File: src/rtl/pipe_ctrl.sv
// ---------------------------------------------------------------------------
// pipe_ctrl -- pipeline control unit for the five-stage core.
//
// Purpose:
//   * Merges ID and EX stall requests into the per-stage stall vector
//     that holds PC, IF/ID, ID/EX, EX/MEM and MEM/WB.
//   * Sequences multi-cycle EX operations (MAC, divide) with a down-counter
//     held in a small IDLE/RUN/DONE state machine.
//   * Optionally generates a one-cycle pipeline flush plus redirect PC on
//     an exception commit.
//
// Optional feature macro: PIPE_FLUSH_EN
//   defined   -> exc_req / exc_vec ports exist; flush and new_pc are
//                registered and the FSM can be aborted by a flush.
//   undefined -> no exception ports; flush tied 0, new_pc tied 32'h0,
//                and the FSM has no abort path.
//
// Parameters:
//   MC_W          width of mc_len and of the internal down-counter.
//
// Ports:
//   clk           rising-edge clock.
//   rst           asynchronous reset, active low.
//   stallreq_id   ID-stage load-use stall request (level).
//   stallreq_ex   EX-stage external stall request (level).
//   mc_start      EX issues a multi-cycle operation this cycle.
//   mc_len        total stall cycles of that operation (0 = ignored).
//   exc_req       exception commit request      (PIPE_FLUSH_EN only).
//   exc_vec       exception handler address     (PIPE_FLUSH_EN only).
//   mc_done       one-cycle pulse: multi-cycle result valid this cycle.
//   busy          FSM is not IDLE.
//   stall         [0]=PC [1]=IF [2]=ID [3]=EX [4]=MEM [5]=WB, 1 = hold.
//   flush         clear all pipeline registers this cycle.
//   new_pc        redirect address, meaningful while flush = 1.
//   stall_cycles  saturating count of cycles with stall[0] = 1.
//   dbg_state     current FSM state (0 IDLE, 1 RUN, 2 DONE) for observation.
//
// Handshake: mc_start is a request that is accepted only in IDLE with a
// non-zero mc_len; there is no back-pressure. An accepted operation of
// length N stalls EX for exactly N cycles (including the issue cycle) and
// then raises mc_done for exactly one cycle, unless a flush or reset aborts
// it first, in which case mc_done is never raised for that operation.
// ---------------------------------------------------------------------------
module pipe_ctrl #(
    parameter int MC_W = 6
) (
    input  logic            clk,
    input  logic            rst,
    input  logic            stallreq_id,
    input  logic            stallreq_ex,
    input  logic            mc_start,
    input  logic [MC_W-1:0] mc_len,
`ifdef PIPE_FLUSH_EN
    input  logic            exc_req,
    input  logic [31:0]     exc_vec,
`endif
    output logic            mc_done,
    output logic            busy,
    output logic [5:0]      stall,
    output logic            flush,
    output logic [31:0]     new_pc,
    output logic [31:0]     stall_cycles,
    output logic [1:0]      dbg_state
);

    typedef enum logic [1:0] {
        ST_IDLE = 2'd0,
        ST_RUN  = 2'd1,
        ST_DONE = 2'd2
    } state_e;

    localparam logic [MC_W-1:0] CNT_ONE   = {{(MC_W-1){1'b0}}, 1'b1};
    localparam logic [5:0]      STALL_EX  = 6'b001111;
    localparam logic [5:0]      STALL_ID  = 6'b000111;
    localparam logic [5:0]      STALL_NONE = 6'b000000;

    state_e          state_q, state_d;
    logic [MC_W-1:0] cnt_q, cnt_d;
    logic [31:0]     stall_cnt_q, stall_cnt_d;

    logic            flush_w;
    logic [31:0]     new_pc_w;

    logic            mc_accept;
    logic            ex_stall;

    // -----------------------------------------------------------------------
    // Exception flush: exc_req in cycle T produces a flush in T+1 only.
    // A request arriving during the flush cycle itself is dropped, so a
    // held exc_req cannot produce back-to-back flushes.
    // -----------------------------------------------------------------------
`ifdef PIPE_FLUSH_EN
    logic        flush_q, flush_d;
    logic [31:0] new_pc_q, new_pc_d;

    always_comb begin
        flush_d  = exc_req & ~flush_q;
        new_pc_d = new_pc_q;
        if (flush_d) begin
            new_pc_d = exc_vec;
        end
    end

    always_ff @(posedge clk or negedge rst) begin
        if (!rst) begin
            flush_q  <= 1'b0;
            new_pc_q <= 32'h0;
        end else begin
            flush_q  <= flush_d;
            new_pc_q <= new_pc_d;
        end
    end

    assign flush_w  = flush_q;
    assign new_pc_w = new_pc_q;
`else
    assign flush_w  = 1'b0;
    assign new_pc_w = 32'h0;
`endif

    // -----------------------------------------------------------------------
    // Multi-cycle sequencer. The counter loads N-1 on issue, so the issue
    // cycle plus N-1 RUN cycles give N stall cycles before DONE.
    // -----------------------------------------------------------------------
    assign mc_accept = (state_q == ST_IDLE) && mc_start && (mc_len != '0);

    always_comb begin
        state_d = state_q;
        cnt_d   = cnt_q;
        case (state_q)
            ST_IDLE: begin
                if (mc_accept) begin
                    cnt_d   = mc_len - CNT_ONE;
                    state_d = (mc_len == CNT_ONE) ? ST_DONE : ST_RUN;
                end
            end
            ST_RUN: begin
                // Counter of 0 cannot occur in RUN; treat it like 1 so a
                // corrupted counter cannot wrap into a 2^MC_W-cycle stall.
                if (cnt_q <= CNT_ONE) begin
                    state_d = ST_DONE;
                    cnt_d   = '0;
                end else begin
                    cnt_d = cnt_q - CNT_ONE;
                end
            end
            ST_DONE: begin
                state_d = ST_IDLE;
            end
            default: begin
                state_d = ST_IDLE;
                cnt_d   = '0;
            end
        endcase
`ifdef PIPE_FLUSH_EN
        // A flush aborts whatever the sequencer is doing, including an
        // operation issued in the same cycle as the flush.
        if (flush_w) begin
            state_d = ST_IDLE;
            cnt_d   = '0;
        end
`endif
    end

    always_ff @(posedge clk or negedge rst) begin
        if (!rst) begin
            state_q <= ST_IDLE;
            cnt_q   <= '0;
        end else begin
            state_q <= state_d;
            cnt_q   <= cnt_d;
        end
    end

    // -----------------------------------------------------------------------
    // Stall vector: flush beats everything, EX stall beats ID stall.
    // The issue cycle already counts as a stall cycle, hence mc_accept.
    // -----------------------------------------------------------------------
    assign ex_stall = mc_accept || (state_q == ST_RUN) || stallreq_ex;

    always_comb begin
        stall = STALL_NONE;
        if (flush_w) begin
            stall = STALL_NONE;
        end else if (ex_stall) begin
            stall = STALL_EX;
        end else if (stallreq_id) begin
            stall = STALL_ID;
        end
    end

    // An operation caught by a flush in its DONE cycle must not report.
    assign mc_done = (state_q == ST_DONE) && !flush_w;
    assign busy    = (state_q != ST_IDLE);

    // -----------------------------------------------------------------------
    // Saturating stall-cycle counter (counts PC-hold cycles).
    // -----------------------------------------------------------------------
    always_comb begin
        stall_cnt_d = stall_cnt_q;
        if (stall[0] && (stall_cnt_q != 32'hFFFF_FFFF)) begin
            stall_cnt_d = stall_cnt_q + 32'd1;
        end
    end

    always_ff @(posedge clk or negedge rst) begin
        if (!rst) begin
            stall_cnt_q <= 32'h0;
        end else begin
            stall_cnt_q <= stall_cnt_d;
        end
    end

    assign flush        = flush_w;
    assign new_pc       = new_pc_w;
    assign stall_cycles = stall_cnt_q;
    assign dbg_state    = state_q;

endmodule

File: config.mk
export PLATFORM = sky130hd
export DESIGN_NAME = pipe_ctrl
export DESIGN_NICKNAME = d
export VERILOG_FILES = /design/src/rtl/pipe_ctrl.sv
export SDC_FILE = /design/constraint.sdc
export NUM_CORES = 1
export LEC_CHECK = 0
export BUFFER_PORTS_ARGS = -buffer_cell sky130_fd_sc_hd__buf_2
export CELL_PAD_IN_SITES_DETAIL_PLACEMENT = 2
export CELL_PAD_IN_SITES_GLOBAL_PLACEMENT = 2
export CORE_MARGIN = 2
export CORE_UTILIZATION = 30
export DETAILED_ROUTE_END_ITERATION = 16
export PLACE_DENSITY_LB_ADDON = 0.25
export SYNTH_ARGS = -nofsm -noshare
export SYNTH_HDL_FRONTEND = slang
export SYNTH_SLANG_ARGS = --single-unit
export TNS_END_PERCENT = 30
File: constraint.sdc
create_clock -name clk -period 2.5 [get_ports clk]
set_input_delay 0.25 -clock clk [delete_from_list [all_inputs] [get_ports clk]]
set_output_delay 0.25 -clock clk [all_outputs]
set_load 0.05 [all_outputs]
==> flow_metrics.env <==
export IMPL_finalHoldViolations=0
export IMPL_wirelength_um=5832
export IMPL_antenna_found_initial=0
export IMPL_yosysSeqAreaShare=0.4069
export IMPL_rows=33
export IMPL_clockBufferDepth=2
export IMPL_synth_area_per_cell_um2=10.04
export IMPL_drive_gt1_frac=0.2600
export IMPL_rsz0062_at_grt="false"
export IMPL_initial_core_util=0.3040
export IMPL_grtUsageTotal=0.1367
export IMPL_fmax_mhz=456.4
export IMPL_vias_per_cell=4.556
export IMPL_numClockSinks=40
export IMPL_vias=1845
export IMPL_synth_largest_area_cell="dfrtp_1"
export IMPL_area_growth_pct=13.22
export IMPL_htreeDepth=2
export IMPL_antenna_cells=0
export IMPL_num_io_pins=86
export IMPL_hp_class="in -> async"
export IMPL_synth_edf_count=0
export IMPL_setup_worst_path_end_class="register"
export IMPL_portBuffers=50
export IMPL_worstSkewPairLatency_ns=0.29
export IMPL_use_met3=0.02634
export IMPL_power_density_nw_per_um2=940.6
export IMPL_cap_violations=0
export IMPL_grt_max_degree=41
export IMPL_routabilityCongestion=0.7603
export IMPL_nFillCells=966
export IMPL_gr_max_usage_layer="met2"
export IMPL_wire_per_inst_um=14.40
export IMPL_grt_pass1_wl_um=9522
export IMPL_mappedNetlistArea_um2=2460
export IMPL_ir_drop_mv=0.2869
export IMPL_critPathRequiredTime_ns=2.67
export IMPL_syn_instance_count=245
export IMPL_ys_seq_elements=40
export IMPL_min_period_over_period=0.8764
export IMPL_clock_skew_ns=0.002093
export IMPL_final_common_cell="buf_2"
export IMPL_postCtsHoldBufs=0
export IMPL_die_area_um2=8940
export IMPL_synth_async_reset_ratio=1.000
export IMPL_slew_headroom=0.3875
export IMPL_synth_flop_cell="dfrtp_1"
export IMPL_finalSetupViolCount=0
export IMPL_use_met2=0.2369
export IMPL_coreArea_um2=8093
export IMPL_postCtsSetupRepairBufs=0
export IMPL_drt_iter0_markers=24
export IMPL_worstPathCellList="nand3_1 > nor4_2 > and4_2 > nand4bb_1 > nor2_1 > xor2_1"
export IMPL_slew_viol_final=0
export IMPL_final_setup_tns_ns=0
export IMPL_grt_pass1_vias=1912
export IMPL_fin_nets=316
export IMPL_outcome="finished clean"
export IMPL_drt_antenna_violating_nets=0
export IMPL_root_buffer="clkbuf_8"
export IMPL_crit_type="reg -> reg"
export IMPL_fin_ws_ns=0.3091
export IMPL_die_w_um=94.55
export IMPL_cts_resized=0
export IMPL_multi_input_area_um2=1219
export IMPL_dp_hpwl_um=4557
export IMPL_netlist_top_cells_area="dfrtp_1 41%, buf_4 12%, xnor2_1 8.9%"
export IMPL_synth_warnings=0
export IMPL_final_util=0.3442
export IMPL_synth_top_area_share=0.4069
export IMPL_critPathMaxFanout=6
export IMPL_period_needed_ns=2.191
export IMPL_critical_path_slowest_cell="nor4_2"
export IMPL_slowest_delay_ns=0.45
export IMPL_die_y_um=94.55
export IMPL_overflow=0
export IMPL_cts_tree="built"
export IMPL_total_power_mw=2.620
export IMPL_cts_buffers=5
export IMPL_pre_cts_ws_ns=0.2700
export IMPL_drc_errors=0
export IMPL_critPathArrivalTime_ns=2.36
export IMPL_worst_pin_slew_ns=0.9188
export IMPL_regArea_um2=1001
export IMPL_dr_pass1_iters=4
export IMPL_met1_usage=0.1715
export IMPL_path_clk_slew_ns=0.07
export IMPL_p_leak_nw=1.369
export IMPL_layout_common_cells="50 x buf_2, 40 x dfrtp_1, 35 x conb_1, 25 x xnor2_1"
export IMPL_start_kind="register"
export IMPL_ys_types=38
layout make-up:
cell class / instances / share of cell area
multi-input combinational: 183 / 0.4376
sequential: 40 / 0.3594
timing repair buffer: 56 / 0.1060
tap: 105 / 0.04717
clock buffer: 8 / 0.03235
inverter: 13 / 0.01752
cell families (layout without fill, tap and decap cells):
family / Yosys count / count (layout) / share of synthesized area
simple gates: 86 / 86 / 0.2147
buf+inv: 56 / 77 / 0.1495
flops: 40 / 40 / 0.4069
xor+xnor: 36 / 36 / 0.1282
compound gates: 19 / 19 / 0.06410
fa+ha+maj: 6 / 6 / 0.03052
other cells: 1 / 35 / 0.001524
mux: 1 / 1 / 0.004577
cells in the mapped netlist, types with 2 or more instances:
master    instances
nor3_1            4
and4_1            2
buf_4            40
nand2_1          16
inv_1            13
nor2_1           12
a21oi_1           2
nor3_4            2
nand4_1           9
o21ai_0           3
a22o_1            3
nor3_2            5
xor2_1           11
clkbuf_1          2
o22ai_1           6
dfrtp_1          40
ha_1              6
and3_1           10
xnor2_1          25
nand3_1          16
flip-flops by register name, summed over array words and instances (netlist names):
register,flops
stall_cycles,32
dbg_state,2
cnt_q,6
worst max-delay path, delay by kind of cell, from the launching register on:
family        cells  cell delay [ns]
xor+xnor          1             0.15
flops             1             0.43
simple gates      5             1.49
per-stage QoR:
stage | std cells | hold slack [ns] | cell area (um^2)
after global placement | 397 | 0.4416 | 2695
after detailed placement | 397 | 0.4513 | 2695
after global routing | 405 | 0.1729 | 2785
after CTS | 405 | 0.1298 | 2785
final | 405 | 0.09429 | 2785
after floorplan | 279 | -0.04559 | 2587
path summary, 6_finish.rpt:
| kind | from | endpoint | slack (ns) | cells past startpoint |
|---|---|---|---|---|
| worst max-delay path | stall_cycles[19]$_DFFE_PN0P_ | stall_cycles[15]$_DFFE_PN0P_ | 0.31 | 6 |
| worst min-delay path | rst | stall_cycles[19]$_DFFE_PN0P_ | 0.09 | 1 |
| worst max register to register | stall_cycles[19]$_DFFE_PN0P_ | stall_cycles[15]$_DFFE_PN0P_ | 0.31 | 6 |
| worst min register to register | stall_cycles[23]$_DFFE_PN0P_ | stall_cycles[23]$_DFFE_PN0P_ | 0.50 | 1 |
| max in group asynchronous | rst | stall_cycles[2]$_DFFE_PN0P_ | 1.84 | 1 |
| min in group clk | mc_len[0] | cnt_q[0]$_DFFE_PN0P_ | 0.31 | 4 |
power breakdown:
part	internal, mW	switching, mW
Sequential	0.769	0.133
Clock	0.225	0.219
Combinational	0.376	0.897
Total	1.37	1.25
metal layers:
| layer | vias up | part of all wire | wire, um |
|---|---|---|---|
| li1 | 870 | - | - |
| met2 | 46 | 0.51 | 2978 |
| met3 | 4 | 0.050 | 291 |
| met1 | 925 | 0.43 | 2496 |
| met5 | - | 0 | 0 |
| met4 | 0 | 0.011 | 67 |
Note: power is estimated with default switching activity, not from simulation.
